**src/rtl/mem_stage_lsu.sv**
```systemverilog
// MEM-stage load/store unit: req/ack data-memory port, byte lanes, load extension, registered WB.
// Optional define LSU_MISALIGN_TRAP_EN flags misaligned H/W accesses instead of forcing alignment.
module mem_stage_lsu #(
  parameter int unsigned DATA_WIDTH = 32,
  parameter int unsigned ADDR_WIDTH = 32,
  parameter int unsigned REG_ADDR_W = 5
) (
  input  logic                  clk,
  input  logic                  reset,
  input  logic                  ex_valid,
  output logic                  ex_ready,
  input  logic [DATA_WIDTH-1:0] ex_alu_result,
  input  logic [DATA_WIDTH-1:0] ex_store_data,
  input  logic                  ex_mem_read,
  input  logic                  ex_mem_write,
  input  logic [2:0]            ex_funct3,
  input  logic [REG_ADDR_W-1:0] ex_rd,
  output logic                  dmem_req,
  output logic                  dmem_we,
  output logic [ADDR_WIDTH-1:0] dmem_addr,
  output logic [DATA_WIDTH-1:0] dmem_wdata,
  output logic [3:0]            dmem_be,
  input  logic                  dmem_ack,
  input  logic [DATA_WIDTH-1:0] dmem_rdata,
  output logic                  wb_valid,
  output logic [REG_ADDR_W-1:0] wb_rd,
  output logic [DATA_WIDTH-1:0] wb_data,
  output logic                  wb_misalign
);

  typedef enum logic [1:0] {StIdle, StReq, StResp} state_e;

  state_e                state_q, state_d;
  logic                  dmem_req_q, dmem_req_d, dmem_we_q, dmem_we_d;
  logic [ADDR_WIDTH-1:0] dmem_addr_q, dmem_addr_d;
  logic [DATA_WIDTH-1:0] dmem_wdata_q, dmem_wdata_d;
  logic [3:0]            dmem_be_q, dmem_be_d;
  logic                  wb_valid_q, wb_valid_d, wb_misalign_q, wb_misalign_d;
  logic [REG_ADDR_W-1:0] wb_rd_q, wb_rd_d;
  logic [DATA_WIDTH-1:0] wb_data_q, wb_data_d;
  logic [2:0]            funct3_q, funct3_d;
  logic [1:0]            off_q, off_d;

  logic                  is_byte, is_half, mem_op, misalign_in;
  logic [1:0]            off_in;
  logic [3:0]            be_in;
  logic [DATA_WIDTH-1:0] wdata_in, load_ext;
  logic [7:0]            byte_sel;
  logic [15:0]           half_sel;

  // Request-side decode of the incoming EX op.
  always_comb begin
    is_byte = (ex_funct3 == 3'b000) || (ex_funct3 == 3'b100);
    is_half = (ex_funct3 == 3'b001) || (ex_funct3 == 3'b101);
    mem_op  = ex_mem_read || ex_mem_write;
    off_in  = ex_alu_result[1:0];
    if (is_byte) begin
      be_in    = 4'b0001 << off_in;
      wdata_in = {4{ex_store_data[7:0]}};
    end else if (is_half) begin
      be_in    = 4'b0011 << {off_in[1], 1'b0};
      wdata_in = {2{ex_store_data[15:0]}};
    end else begin
      be_in    = 4'hF;
      wdata_in = ex_store_data;
    end
`ifdef LSU_MISALIGN_TRAP_EN
    misalign_in = (is_half && off_in[0]) || (!is_byte && !is_half && (off_in != 2'b00));
`else
    misalign_in = 1'b0;
`endif
  end

  // Response-side lane select and extension using the latched op.
  always_comb begin
    byte_sel = dmem_rdata[{off_q, 3'b000} +: 8];
    half_sel = dmem_rdata[{off_q[1], 4'b0000} +: 16];
    unique case (funct3_q)
      3'b000:  load_ext = {{(DATA_WIDTH-8){byte_sel[7]}}, byte_sel};
      3'b100:  load_ext = {{(DATA_WIDTH-8){1'b0}}, byte_sel};
      3'b001:  load_ext = {{(DATA_WIDTH-16){half_sel[15]}}, half_sel};
      3'b101:  load_ext = {{(DATA_WIDTH-16){1'b0}}, half_sel};
      default: load_ext = dmem_rdata;
    endcase
  end

  always_comb begin
    state_d       = state_q;
    dmem_req_d    = dmem_req_q;
    dmem_we_d     = dmem_we_q;
    dmem_addr_d   = dmem_addr_q;
    dmem_wdata_d  = dmem_wdata_q;
    dmem_be_d     = dmem_be_q;
    wb_valid_d    = 1'b0;
    wb_misalign_d = 1'b0;
    wb_rd_d       = wb_rd_q;
    wb_data_d     = wb_data_q;
    funct3_d      = funct3_q;
    off_d         = off_q;
    unique case (state_q)
      StIdle: begin
        if (ex_valid) begin
          wb_rd_d = ex_rd;
          if (!mem_op || misalign_in) begin
            wb_valid_d    = 1'b1;
            wb_misalign_d = misalign_in;
            wb_data_d     = ex_alu_result;
            if (misalign_in) state_d = StResp;
          end else begin
            dmem_req_d   = 1'b1;
            dmem_we_d    = ex_mem_write && !ex_mem_read;
            dmem_addr_d  = {ex_alu_result[ADDR_WIDTH-1:2], 2'b00};
            dmem_wdata_d = wdata_in;
            dmem_be_d    = be_in;
            funct3_d     = ex_funct3;
            off_d        = off_in;
            state_d      = StReq;
          end
        end
      end
      StReq: begin
        if (dmem_ack) begin
          dmem_req_d = 1'b0;
          dmem_we_d  = 1'b0;
          dmem_be_d  = 4'h0;
          wb_valid_d = 1'b1;
          wb_data_d  = dmem_we_q ? '0 : load_ext;
          state_d    = StResp;
        end
      end
      StResp:  state_d = StIdle;
      default: state_d = StIdle;
    endcase
  end

  always_ff @(posedge clk or posedge reset) begin
    if (reset) begin
      state_q       <= StIdle;
      dmem_req_q    <= 1'b0;
      dmem_we_q     <= 1'b0;
      dmem_addr_q   <= '0;
      dmem_wdata_q  <= '0;
      dmem_be_q     <= 4'h0;
      wb_valid_q    <= 1'b0;
      wb_misalign_q <= 1'b0;
      wb_rd_q       <= '0;
      wb_data_q     <= '0;
      funct3_q      <= 3'b000;
      off_q         <= 2'b00;
    end else begin
      state_q       <= state_d;
      dmem_req_q    <= dmem_req_d;
      dmem_we_q     <= dmem_we_d;
      dmem_addr_q   <= dmem_addr_d;
      dmem_wdata_q  <= dmem_wdata_d;
      dmem_be_q     <= dmem_be_d;
      wb_valid_q    <= wb_valid_d;
      wb_misalign_q <= wb_misalign_d;
      wb_rd_q       <= wb_rd_d;
      wb_data_q     <= wb_data_d;
      funct3_q      <= funct3_d;
      off_q         <= off_d;
    end
  end

  assign ex_ready    = (state_q == StIdle);
  assign dmem_req    = dmem_req_q;
  assign dmem_we     = dmem_we_q;
  assign dmem_addr   = dmem_addr_q;
  assign dmem_wdata  = dmem_wdata_q;
  assign dmem_be     = dmem_be_q;
  assign wb_valid    = wb_valid_q;
  assign wb_rd       = wb_rd_q;
  assign wb_data     = wb_data_q;
  assign wb_misalign = wb_misalign_q;

endmodule

```
**config.mk**
```make
export PLATFORM = sky130hd
export DESIGN_NAME = mem_stage_lsu
export DESIGN_NICKNAME = d
export VERILOG_FILES = /design/src/rtl/mem_stage_lsu.sv
export SDC_FILE = /design/constraint.sdc
export NUM_CORES = 1
export LEC_CHECK = 0
export ABC_AREA = 1
export ABC_CLOCK_PERIOD_IN_PS = 7150
export BUFFER_PORTS_ARGS = -buffer_cell sky130_fd_sc_hd__buf_2
export CAP_MARGIN = 20
export CORE_AREA = 2 2 110 112
export DETAILED_ROUTE_END_ITERATION = 16
export DIE_AREA = 0 0 112 114
export GPL_ROUTABILITY_DRIVEN = 0
export PLACE_DENSITY = 0.87
export SLEW_MARGIN = 0
export SYNTH_ARGS = -nofsm -noshare
export SYNTH_HDL_FRONTEND = slang
export SYNTH_SLANG_ARGS = --single-unit
```
**constraint.sdc**
```tcl
create_clock -name clk -period 7.15 [get_ports clk]
set_input_delay 1.43 -clock clk [delete_from_list [all_inputs] [get_ports clk]]
set_output_delay 1.43 -clock clk [all_outputs]
set_load 0.005 [all_outputs]
```
Yosys cells after proc, flatten, opt, wreduce, memory -nomap -nowiden --
Index checks and enable logic that the tools add are counted.
Word-level totals: bits in registers 113, input port bits 110, output and inout port bits 110, logic and storage cells 69
Operators by class: equal/unequal tests 11, shift-type cells 4, mux-type cells 29, reductions and logical operators 14
Operators by type and width (number):
- $mux 32 | 6
- $pmux 32 s4 | 1
- $pmux 32 s2 | 1
- $shiftx 32x6->16 | 1
- $shiftx 32x6->8 | 1
- $mux 4 | 5
- $eq 3x3->1 const B | 4
- $mux 1 | 8
- $pmux 4 s2 | 1
- $reduce_and 4->1 | 2
- $eq 3x1->1 const B | 2
- $logic_not 3->1 | 2
- $mux 2 | 3
- $ne 2x2->1 const B | 3
- $pmux 1 s2 | 3
- $reduce_and 3->1 | 2
- $pmux 2 s2 | 1
- $shl 1x2->4 const A | 1
- $shl 2x2->4 const A | 1
- $logic_or 1x1->1 | 3
- $eq 2x1->1 const B | 1
- $logic_not 2->1 | 1
- $ne 2x1->1 const B | 1
- $reduce_and 2->1 | 1
- other kinds (3) | 3

Logic depth before layout (Yosys ltp) --
Gate-level depths: netlist of the first run.
depth after elaboration 7, mapped depth 10, gate-level depth less buffers 9

Worst setup path before layout of the first run --
OpenSTA, ideal clock, no wires.
kind input to register, start input ex_mem_write, end register wb_data_q[7] (netlist: wb_data[7]), library setup time 0.126 ns, arrival 2.326 ns, required time 7.024 ns, path slack 4.698 ns, cell stages on the path 8, buffers on the path 2, cells stage by stage nor2_1 -> inv_1 -> o21ai_4 -> inv_2 -> buf_6 -> buf_6 -> nor2_1 -> a21oi_1
Between the ends: cells in the longest elaborated chain, start to end 3
Ends and longest elaborated chain:
- start, declared | line 15 | input logic ex_mem_write,
- $logic_or 1x1->1 | line 55 | mem_op = ex_mem_read || ex_mem_write;
- $ne 2x2->1 (no source line)
- $reduce_and 4->1 (no source line)
- end signal, assigned | line 160 | wb_data_q <= wb_data_d;
- end, declared | line 40 | logic [DATA_WIDTH-1:0] wb_data_q, wb_data_d;
Every way passes these cells. A chain may end at the register's enable or synchronous reset.

Worst setup path in the final report of the first run --
start input ex_mem_read, end register dmem_wdata_q[15] (netlist: dmem_wdata[15])
Between the ends: cells in the longest elaborated chain, start to end 2
Ends and longest elaborated chain:
- start, declared | line 14 | input logic ex_mem_read,
- $logic_or 1x1->1 | line 55
- $reduce_and 3->1 (no source line)
- end signal, assigned | line 155 | dmem_wdata_q <= dmem_wdata_d;
- end, declared | line 36 | logic [DATA_WIDTH-1:0] dmem_wdata_q, dmem_wdata_d;
Every way passes these cells.

==> results of run 1 <==
[cell usage after synthesis (3+ instances only)]
| cell | n | area share [%] |
|---|---|---|
| a21oi_1 | 55 | 4.9 |
| buf_2 | 9 | 0.80 |
| buf_4 | 4 | 0.53 |
| buf_6 | 4 | 0.80 |
| clkbuf_1 | 21 | 1.4 |
| dfrtp_1 | 113 | 50 |
| inv_1 | 62 | 4.1 |
| inv_2 | 6 | 0.40 |
| nand2_1 | 235 | 16 |
| nand2_2 | 3 | 0.33 |
| nand3_1 | 33 | 2.9 |
| nand3b_1 | 4 | 0.53 |
| nor2_1 | 134 | 8.9 |
| o21a_1 | 8 | 1.1 |
| o21ai_0 | 49 | 4.3 |
| o22ai_1 | 5 | 0.55 |
| o31ai_1 | 9 | 1.2 |
[worst max path at each step]
stage / start / to / slack [ns] / cells past startpoint
floorplan: reset / dmem_addr[10] / 2.73 / 1
global placement: ex_mem_write / dmem_wdata[13] / 3.67 / 6
detailed placement: ex_mem_read / dmem_wdata[12] / 3.66 / 6
CTS: ex_mem_read / dmem_wdata[15] / 4.07 / 6
global route: ex_mem_read / dmem_wdata[15] / 3.88 / 6
finish: ex_mem_read / dmem_wdata[15] / 4.08 / 6
[registers in the layout, indices dropped and copies added, names as in the netlist]
signal and count:
dmem_addr 30, dmem_be 4, dmem_req 1, dmem_wdata 32
dmem_we 1, funct3_q 3, off_q 2, state_q 2
wb_data 32, wb_rd 5, wb_valid 1
[layout by cell type, fill, tap and decap left out, types with 6 or more instances in the layout]
cell type  count
clkbuf_16     17
inv_2          6
o21ai_0       49
nand2_1      235
dfrtp_1      113
a21oi_1       55
buf_2        216
nor2_1       134
nand3_1       33
o31ai_1        9
inv_1         61
o21a_1         8
[power groups by stage]
stage               sequential [mW]  combinational [mW]  clock, mW
floorplan                      1.04               0.515          0
global placement               1.05               0.869          0
detailed placement             1.05               0.898          0
CTS                            1.04               0.901      0.813
global route                   1.07                1.02      0.852
finish                         1.04               0.894      0.809
[through the flow]
stage	total power [mW]	hold slack [ns]	cell area, um2
3_3_place_gp	1.92	0.459	6720
3_5_place_dp	1.94	0.461	6720
6_report	2.75	0.473	7280
4_1_cts	2.76	0.478	7280
5_1_grt	2.95	0.489	7280
2_1_floorplan	1.56	0.462	5650
[area by class of cell]
| cell class | count | area (um2) | area share, % |
|---|---|---|---|
| clock buffer | 20 | 447 | 6.13 |
| clock inverter | 11 | 115 | 1.58 |
| inverter | 69 | 262 | 3.59 |
| multi-input combinational | 545 | 2360 | 32.4 |
| sequential | 113 | 2830 | 38.8 |
| tap | 147 | 184 | 2.52 |
| timing repair buffer | 217 | 1090 | 14.9 |
[cells by family after synthesis]
group                  after synthesis
and+or+nand+nor                    413
buffers and inverters              108
DFF                                113
AOI/OAI and AO/OA                  129
other                                1
[metal layers]
layer	share of wire (%)	global-route usage (%)	vias to the layer above	routed length (um)
met1	44	35.4	2622	7040
met2	46	41.5	278	7410
met3	8.0	5.53	28	1290
li1	-	-	2799	-
met4	2.0	9.59	0	323
met5	0	0	-	0
[worst max-delay path, stage by stage]
cell     delay (ns)
buf_2          0.11
nor2_1         0.16
inv_1          0.13
nand2_4        0.74
inv_2          0.47
o21a_1         0.31
==> impl_results.html, run 1 <==
<table>
<tr><th>Metric</th><th>Value</th></tr>
<tr><th colspan="2">Outcome</th></tr>
<tr><td>Outcome</td><td>finished, final reports clean</td></tr>
<tr><th colspan="2">Final layout</th></tr>
<tr><td>NumNets Final</td><td>1,073</td></tr>
<tr><td>Filler cell count in the final layout</td><td>1,061</td></tr>
<tr><td>Fraction of final layout cells sized beyond drive strength 1</td><td>26.7%</td></tr>
<tr><td>Antenna fix cells</td><td>0</td></tr>
<tr><td>Post-layout instance count excluding filler cells</td><td>1,122</td></tr>
<tr><td>Synth-to-Final Area Change</td><td>29.2%</td></tr>
<tr><td>End-of-flow core utilization</td><td>62.2%</td></tr>
<tr><th colspan="2">Timing</th></tr>
<tr><td>Final Max Tran Viols</td><td>0</td></tr>
<tr><td>Post-Route Setup TNS</td><td>0 ns</td></tr>
<tr><td>Total of endpoints with negative setup slack in the final report</td><td>0</td></tr>
<tr><td>Slack of the critical path</td><td>4.08 ns</td></tr>
<tr><td>Period utilization</td><td>43.0%</td></tr>
<tr><td>RSZ-0062 raised after global routing</td><td>no</td></tr>
<tr><td>Final number of hold-violating endpoints</td><td>0</td></tr>
<tr><td>Clock skew</td><td>0.00962 ns</td></tr>
<tr><td>Transition time of the tightest slew-check pin</td><td>1.01 ns</td></tr>
<tr><td>Rel. slew slack</td><td>32.9%</td></tr>
<tr><td>FMAX</td><td>0.326 GHz</td></tr>
<tr><td>Minimum period implied by the final worst setup slack</td><td>3.07 ns</td></tr>
<tr><th colspan="2">Synthesis</th></tr>
<tr><td>Combinational family with the most area after synthesis</td><td>simple AND/OR/NAND/NOR gates</td></tr>
<tr><td>Share of flip-flops with an asynchronous set or reset after synthesis</td><td>100%</td></tr>
<tr><td>Number of enable-type register cells in the synthesized netlist</td><td>0</td></tr>
<tr><td>Synth Area in Compound Gates</td><td>12.6%</td></tr>
<tr><td>Register bit count reported by yosys</td><td>113</td></tr>
<tr><td>Seq/Total Area, Yosys</td><td>50.2%</td></tr>
<tr><td>Post-Synthesis Cell Area</td><td>5640 um2</td></tr>
<tr><td>Synthesized instance count</td><td>764</td></tr>
<tr><td>Synth Flop Type</td><td>dfrtp_1</td></tr>
<tr><td>Synthesis warning total</td><td>0</td></tr>
<tr><td>Mux contribution to synthesized area</td><td>0%</td></tr>
<tr><td>Mean Syn Cell Area</td><td>7.38 um2</td></tr>
<tr><td>Adder-cell share of the synthesized area</td><td>0%</td></tr>
<tr><td>Fraction of synthesized cell area in xor and xnor cells</td><td>0%</td></tr>
<tr><td>Post-synthesis share of cell area spent on and, or, nand and nor gates</td><td>29.0%</td></tr>
<tr><td>Unique cell type count in the Yosys netlist</td><td>27</td></tr>
<tr><th colspan="2">Power and ir drop</th></tr>
<tr><td>Sequential share of power</td><td>38.0%</td></tr>
<tr><td>Part of the power in combinational logic</td><td>32.6%</td></tr>
<tr><td>Leakage dissipation</td><td>4.02 nW</td></tr>
<tr><td>Cell Int Power</td><td>1.77 mW</td></tr>
<tr><td>Peak ir drop on the vdd network</td><td>172 uV</td></tr>
<tr><td>Switching Fraction</td><td>35.4%</td></tr>
<tr><td>Clock group share of total power</td><td>29.4%</td></tr>
<tr><td>Power spent charging and discharging nets</td><td>0.973 mW</td></tr>
<tr><td>Power Density</td><td>377 nW/um2</td></tr>
<tr><th colspan="2">Setup path</th></tr>
<tr><td>Startpoint of the worst-slack reg-to-reg timing path</td><td>state_q[0]</td></tr>
<tr><td>Worst setup path category</td><td>primary input to flip-flop</td></tr>
<tr><td>Capture instance of the worst register-to-register path</td><td>wb_data[6]</td></tr>
<tr><td>Internal reg-to-reg setup slack</td><td>4.38 ns</td></tr>
<tr><td>Maximum fanout along the worst path</td><td>109</td></tr>
<tr><td>Sort of element at the end of the critical path</td><td>flip-flop</td></tr>
<tr><td>Required time worst endpoint</td><td>7.45 ns</td></tr>
<tr><td>Crit path DAT</td><td>3.37 ns</td></tr>
<tr><td>FF-to-FF path depth</td><td>7</td></tr>
<tr><td>Category of the worst setup path launch point</td><td>primary input</td></tr>
<tr><th colspan="2">Place</th></tr>
<tr><td>Placement-stage worst setup slack</td><td>3.66 ns</td></tr>
<tr><td>Placed Instances</td><td>1,091</td></tr>
<tr><td>Number of I/O port buffers</td><td>216</td></tr>
<tr><td>Detailed placement HPWL</td><td>11,600 um</td></tr>
<tr><th colspan="2">Clocking</th></tr>
<tr><td>Clock tree root driver cell</td><td>clkbuf_16</td></tr>
<tr><td>Number of cells upsized or downsized after cts</td><td>0</td></tr>
<tr><td>Clock Sinks</td><td>113</td></tr>
<tr><td>Number of buffers created by CTS</td><td>17</td></tr>
<tr><td>Max H-tree Level</td><td>4</td></tr>
<tr><td>Clock latency reported for the late side of the worst-skew pair</td><td>0.41 ns</td></tr>
<tr><td>Number of buffers inserted to repair setup after CTS</td><td>0</td></tr>
<tr><td>Hold buffer count at cts</td><td>0</td></tr>
<tr><td>Buffers from clock root to sink, at most</td><td>2</td></tr>
<tr><td>CTS tree</td><td>yes</td></tr>
<tr><td>Clock slew at the register clock pins of the worst setup and hold paths</td><td>0.06 ns</td></tr>
<tr><th colspan="2">Run</th></tr>
<tr><td>Total of max-cap violations</td><td>0</td></tr>
<tr><th colspan="2">Drt</th></tr>
<tr><td>Total number of vias</td><td>5,727</td></tr>
<tr><td>Average wire length per cell after detail routing</td><td>14.3 um</td></tr>
<tr><td>Number of detailed-route iterations in the first pass</td><td>5</td></tr>
<tr><td>Post-route antenna net violation count</td><td>0</td></tr>
<tr><td>DRC violation count after routing</td><td>0</td></tr>
<tr><td>Detail-routed via count per cell</td><td>5.10</td></tr>
<tr><td>Drt first-iter violations</td><td>462</td></tr>
<tr><td>Routed WL</td><td>16,100 um</td></tr>
<tr><th colspan="2">Die</th></tr>
<tr><td>Initial core utilization</td><td>48.1%</td></tr>
<tr><td>Placeable core area</td><td>11,700 um2</td></tr>
<tr><td>Height of the chip</td><td>114 um</td></tr>
<tr><td>Top-level port count</td><td>220</td></tr>
<tr><td>Area of the die</td><td>12,800 um2</td></tr>
<tr><td>Die width</td><td>112 um</td></tr>
<tr><td># rows</td><td>40</td></tr>
<tr><th colspan="2">Global routing</th></tr>
<tr><td>GRT overflow</td><td>0</td></tr>
<tr><td>Wire length of the first global-routing pass</td><td>26,500 um</td></tr>
<tr><td>Via count of the first global-routing pass</td><td>5,345</td></tr>
<tr><td>Largest net degree at the start of global routing</td><td>110</td></tr>
<tr><td>Initial antenna violation count</td><td>0</td></tr>
<tr><td>Total routing usage reported by global routing</td><td>26.0%</td></tr>
<tr><th colspan="2">Hold path</th></tr>
<tr><td>Type of the tightest min-delay check</td><td>flip-flop to flip-flop</td></tr>
<tr><td>Worst Hold Launch</td><td>wb_rd[3]</td></tr>
<tr><td>Endpoint, Worst Hold</td><td>wb_rd[3]</td></tr>
<tr><td>Cells on Worst Hold Path</td><td>2</td></tr>
</table>
No activity file was read; power rests on OpenSTA's default activity.
==> inputs of run 2 (changes only) <==
- ABC_CLOCK_PERIOD_IN_PS: 7150 -> 2800
- CORE_AREA: 2 2 110 112 -> 2 2 117 119
- DIE_AREA: 0 0 112 114 -> 0 0 119 121
- PLACE_DENSITY: 0.87 -> 0.82
- clock period: 7.15 -> 2.8 ns (I/O delays scaled with it)
==> impl_results.html, run 2 (synthesized netlist as in run 1, its figures left out) <==
<table>
<tr><th>Metric</th><th>Value</th></tr>
<tr><th colspan="2">Drt</th></tr>
<tr><td>DRC violation count after routing</td><td>0 (unchanged)</td></tr>
<tr><td>Detail-routed via count per cell</td><td>5.03 (-1.5%)</td></tr>
<tr><td>Post-route antenna net violation count</td><td>0 (unchanged)</td></tr>
<tr><td>Drt first-iter violations</td><td>434 (-6.1%)</td></tr>
<tr><td>Average wire length per cell after detail routing</td><td>14.7 um (+3.0%)</td></tr>
<tr><td>Total number of vias</td><td>5,829 (+1.8%)</td></tr>
<tr><td>Routed WL</td><td>17,100 um (+6.4%)</td></tr>
<tr><td>Number of detailed-route iterations in the first pass</td><td>6 (+1)</td></tr>
<tr><th colspan="2">Clocking</th></tr>
<tr><td>Clock slew at the register clock pins of the worst setup and hold paths</td><td>0.05 ns (about the same)</td></tr>
<tr><td>Number of buffers created by CTS</td><td>17 (unchanged)</td></tr>
<tr><td>Max H-tree Level</td><td>4 (unchanged)</td></tr>
<tr><td>Clock tree root driver cell</td><td>clkbuf_16</td></tr>
<tr><td>Hold buffer count at cts</td><td>0 (unchanged)</td></tr>
<tr><td>Clock latency reported for the late side of the worst-skew pair</td><td>0.42 ns (about the same)</td></tr>
<tr><td>Number of cells upsized or downsized after cts</td><td>0 (unchanged)</td></tr>
<tr><td>Number of buffers inserted to repair setup after CTS</td><td>0 (unchanged)</td></tr>
<tr><td>Clock Sinks</td><td>113 (unchanged)</td></tr>
<tr><td>Buffers from clock root to sink, at most</td><td>2 (unchanged)</td></tr>
<tr><td>CTS tree</td><td>yes</td></tr>
<tr><th colspan="2">Final layout</th></tr>
<tr><td>Fraction of final layout cells sized beyond drive strength 1</td><td>27.3% (+0.60 points)</td></tr>
<tr><td>Final instance area</td><td>7440 um2 (+2.2%)</td></tr>
<tr><td>Antenna fix cells</td><td>0 (unchanged)</td></tr>
<tr><td>Commonest non-fill, non-tap cell in the layout</td><td>nand2_1</td></tr>
<tr><td>Most used cells in the layout excluding fill and tap cells</td><td>nand2_1 (235), buf_2 (216), nor2_1 (134), dfrtp_1 (113), inv_1 (61)</td></tr>
<tr><td>NumNets Final</td><td>1,080 (+0.65%)</td></tr>
<tr><td>Synth-to-Final Area Change</td><td>32.0%</td></tr>
<tr><th colspan="2">Setup path</th></tr>
<tr><td>Cells along the critical path</td><td>nor2_2, nand2_2, inv_2, nand2_4, inv_2, nand3_1, o21a_1</td></tr>
<tr><td>Count of buffering cells on the critical path with inverters included</td><td>2 (-1)</td></tr>
<tr><td>Startpoint of the worst-slack reg-to-reg timing path</td><td>state_q[0]</td></tr>
<tr><td>Required time worst endpoint</td><td>3.10 ns (-4.35 ns)</td></tr>
<tr><td>Startpoint of the most critical setup path</td><td>state_q[0]</td></tr>
<tr><td>Internal reg-to-reg setup slack</td><td>0.80 ns (-3.58 ns)</td></tr>
<tr><td>Crit path max-delay cell type</td><td>inv_2</td></tr>
<tr><td>Maximum single-stage delay on the critical path</td><td>0.47 ns (-0.27 ns)</td></tr>
<tr><td>Kind of cell with the highest combined delay on the critical path</td><td>simple AND/OR/NAND/NOR gates</td></tr>
<tr><td>Crit path DAT</td><td>2.29 ns (-1.08 ns)</td></tr>
<tr><td>Category of the worst setup path launch point</td><td>flip-flop</td></tr>
<tr><td>Worst setup path category</td><td>flip-flop to flip-flop</td></tr>
<tr><td>Most frequent CP cell</td><td>inv_2</td></tr>
<tr><td>Sort of element at the end of the critical path</td><td>flip-flop</td></tr>
<tr><td>Maximum fanout along the worst path</td><td>33 (-70%)</td></tr>
<tr><th colspan="2">Global routing</th></tr>
<tr><td>Wire length of the first global-routing pass</td><td>27,600 um (+4.4%)</td></tr>
<tr><td>Initial antenna violation count</td><td>0 (unchanged)</td></tr>
<tr><td>GRT overflow</td><td>0 (unchanged)</td></tr>
<tr><td>Total routing usage reported by global routing</td><td>24.3% (-1.7 points)</td></tr>
<tr><td>Via count of the first global-routing pass</td><td>5,547 (+3.8%)</td></tr>
<tr><td>Largest net degree at the start of global routing</td><td>71 (-35%)</td></tr>
<tr><th colspan="2">Timing</th></tr>
<tr><td>Final number of hold-violating endpoints</td><td>0 (unchanged)</td></tr>
<tr><td>Period utilization</td><td>71.3%</td></tr>
<tr><td>Minimum period implied by the final worst setup slack</td><td>2.00 ns</td></tr>
<tr><td>Clock skew</td><td>0.0168 ns (+0.00719 ns)</td></tr>
<tr><td>FMAX</td><td>0.501 GHz</td></tr>
<tr><td>Rel. slew slack</td><td>53.7% (+21 points)</td></tr>
<tr><td>Post-Route Setup TNS</td><td>0 ns (unchanged)</td></tr>
<tr><td>Total of endpoints with negative setup slack in the final report</td><td>0 (unchanged)</td></tr>
<tr><td>RSZ-0062 raised after global routing</td><td>no</td></tr>
<tr><td>Slack of the critical path</td><td>0.804 ns (-3.28 ns)</td></tr>
<tr><td>Transition time of the tightest slew-check pin</td><td>0.694 ns (-0.312 ns)</td></tr>
<tr><td>Final Max Tran Viols</td><td>0 (unchanged)</td></tr>
<tr><th colspan="2">Power and ir drop</th></tr>
<tr><td>Power Density</td><td>972 nW/um2 (+160%)</td></tr>
<tr><td>Switching Fraction</td><td>35.0% (-0.38 points)</td></tr>
<tr><td>Post-route total power</td><td>7.23 mW (+160%)</td></tr>
<tr><td>Power spent charging and discharging nets</td><td>2.53 mW (+160%)</td></tr>
<tr><td>Clock group share of total power</td><td>30.6% (+1.2 points)</td></tr>
<tr><td>Sequential share of power</td><td>36.6% (-1.4 points)</td></tr>
<tr><td>Peak ir drop on the vdd network</td><td>385 uV (+120%)</td></tr>
<tr><td>Part of the power in combinational logic</td><td>32.8% (+0.2 points)</td></tr>
<tr><td>Leakage dissipation</td><td>4.08 nW (+1.6%)</td></tr>
<tr><td>Cell Int Power</td><td>4.70 mW (+160%)</td></tr>
<tr><th colspan="2">Die</th></tr>
<tr><td>Initial core utilization</td><td>43.1% (-5.1 points)</td></tr>
<tr><td>Placeable core area</td><td>13,100 um2 (+12%)</td></tr>
<tr><td>Area of the die</td><td>14,400 um2 (+13%)</td></tr>
<tr><td># rows</td><td>42 (+5.0%)</td></tr>
<tr><td>Height of the chip</td><td>121 um (+6.1%)</td></tr>
<tr><td>Die width</td><td>119 um (+6.3%)</td></tr>
<tr><td>Top-level port count</td><td>220 (unchanged)</td></tr>
<tr><th colspan="2">Place</th></tr>
<tr><td>Placement-stage worst setup slack</td><td>0.739 ns (-2.92 ns)</td></tr>
<tr><td>Detailed placement HPWL</td><td>12,500 um (+7.7%)</td></tr>
<tr><td>Area of placed instances</td><td>6840 um2 (+1.7%)</td></tr>
<tr><td>Number of I/O port buffers</td><td>216 (unchanged)</td></tr>
<tr><th colspan="2">Run</th></tr>
<tr><td>Total of max-cap violations</td><td>0 (unchanged)</td></tr>
<tr><th colspan="2">Outcome</th></tr>
<tr><td>Outcome</td><td>finished, final reports clean</td></tr>
<tr><th colspan="2">Hold path</th></tr>
<tr><td>Type of the tightest min-delay check</td><td>primary input to async pin</td></tr>
</table>
## run 2: changes by cell type in the layout (fill, tap and decap cells not counted), sizes merged
cell,previous run,this run
buf,217,224
bufinv,2,3
clkbuf,20,22
clkinv,6,5
inv,68,67
## run 2: final timing paths
| check | to | cells after the start |
|---|---|---|
| worst max-delay path | dmem_wdata[9] | 7 |
| max in group asynchronous | off_q[1] | 3 |
| worst min-delay path | dmem_wdata[22] | 3 |
| worst min register to register | dmem_wdata[0] | 2 |
| min in group clk | funct3_q[2] | 3 |
| worst max register to register | dmem_wdata[9] | 7 |
## run 2: area by class of cell
cell class / count / area [um2]
tap: 176 / 220
inverter: 69 / 263
clock buffer: 22 / 474
multi-input combinational: 545 / 2360
timing repair buffer: 224 / 1170
fill: 1235 / 5640
clock inverter: 10 / 133
sequential: 113 / 2830
## run 2: tightest hold or removal path, cell delays in order
cell	delay (ns)
buf_2	0.11
clkinvlp_4	0.10
buf_12	0.24
## run 2: power by group through the flow
stage,Clock [mW],Sequential [mW],Combinational [mW]
2_1_floorplan,0,2.66,1.32
3_3_place_gp,0,2.66,2.30
3_5_place_dp,0,2.66,2.37
4_1_cts,2.24,2.65,2.38
5_1_grt,2.35,2.72,2.68
6_report,2.21,2.65,2.37
## run 2: through the flow
stage,hold slack [ns],instances,util [%]
after floorplan,0.462,766,-
after global placement,0.459,1127,52.3
after detailed placement,0.461,1127,52.3
after CTS,0.238,1159,56.9
after global routing,0.258,1159,56.9
final,0.228,1159,56.9
## run 2: metal layers
metal | global-route usage, % | wire length [um] | vias to the layer above
met4 | 10.4 | 429 | 0
met2 | 38.7 | 7960 | 305
li1 | - | - | 2807
met1 | 31.4 | 7250 | 2682
met3 | 6.34 | 1460 | 35
met5 | 0 | 0 | -
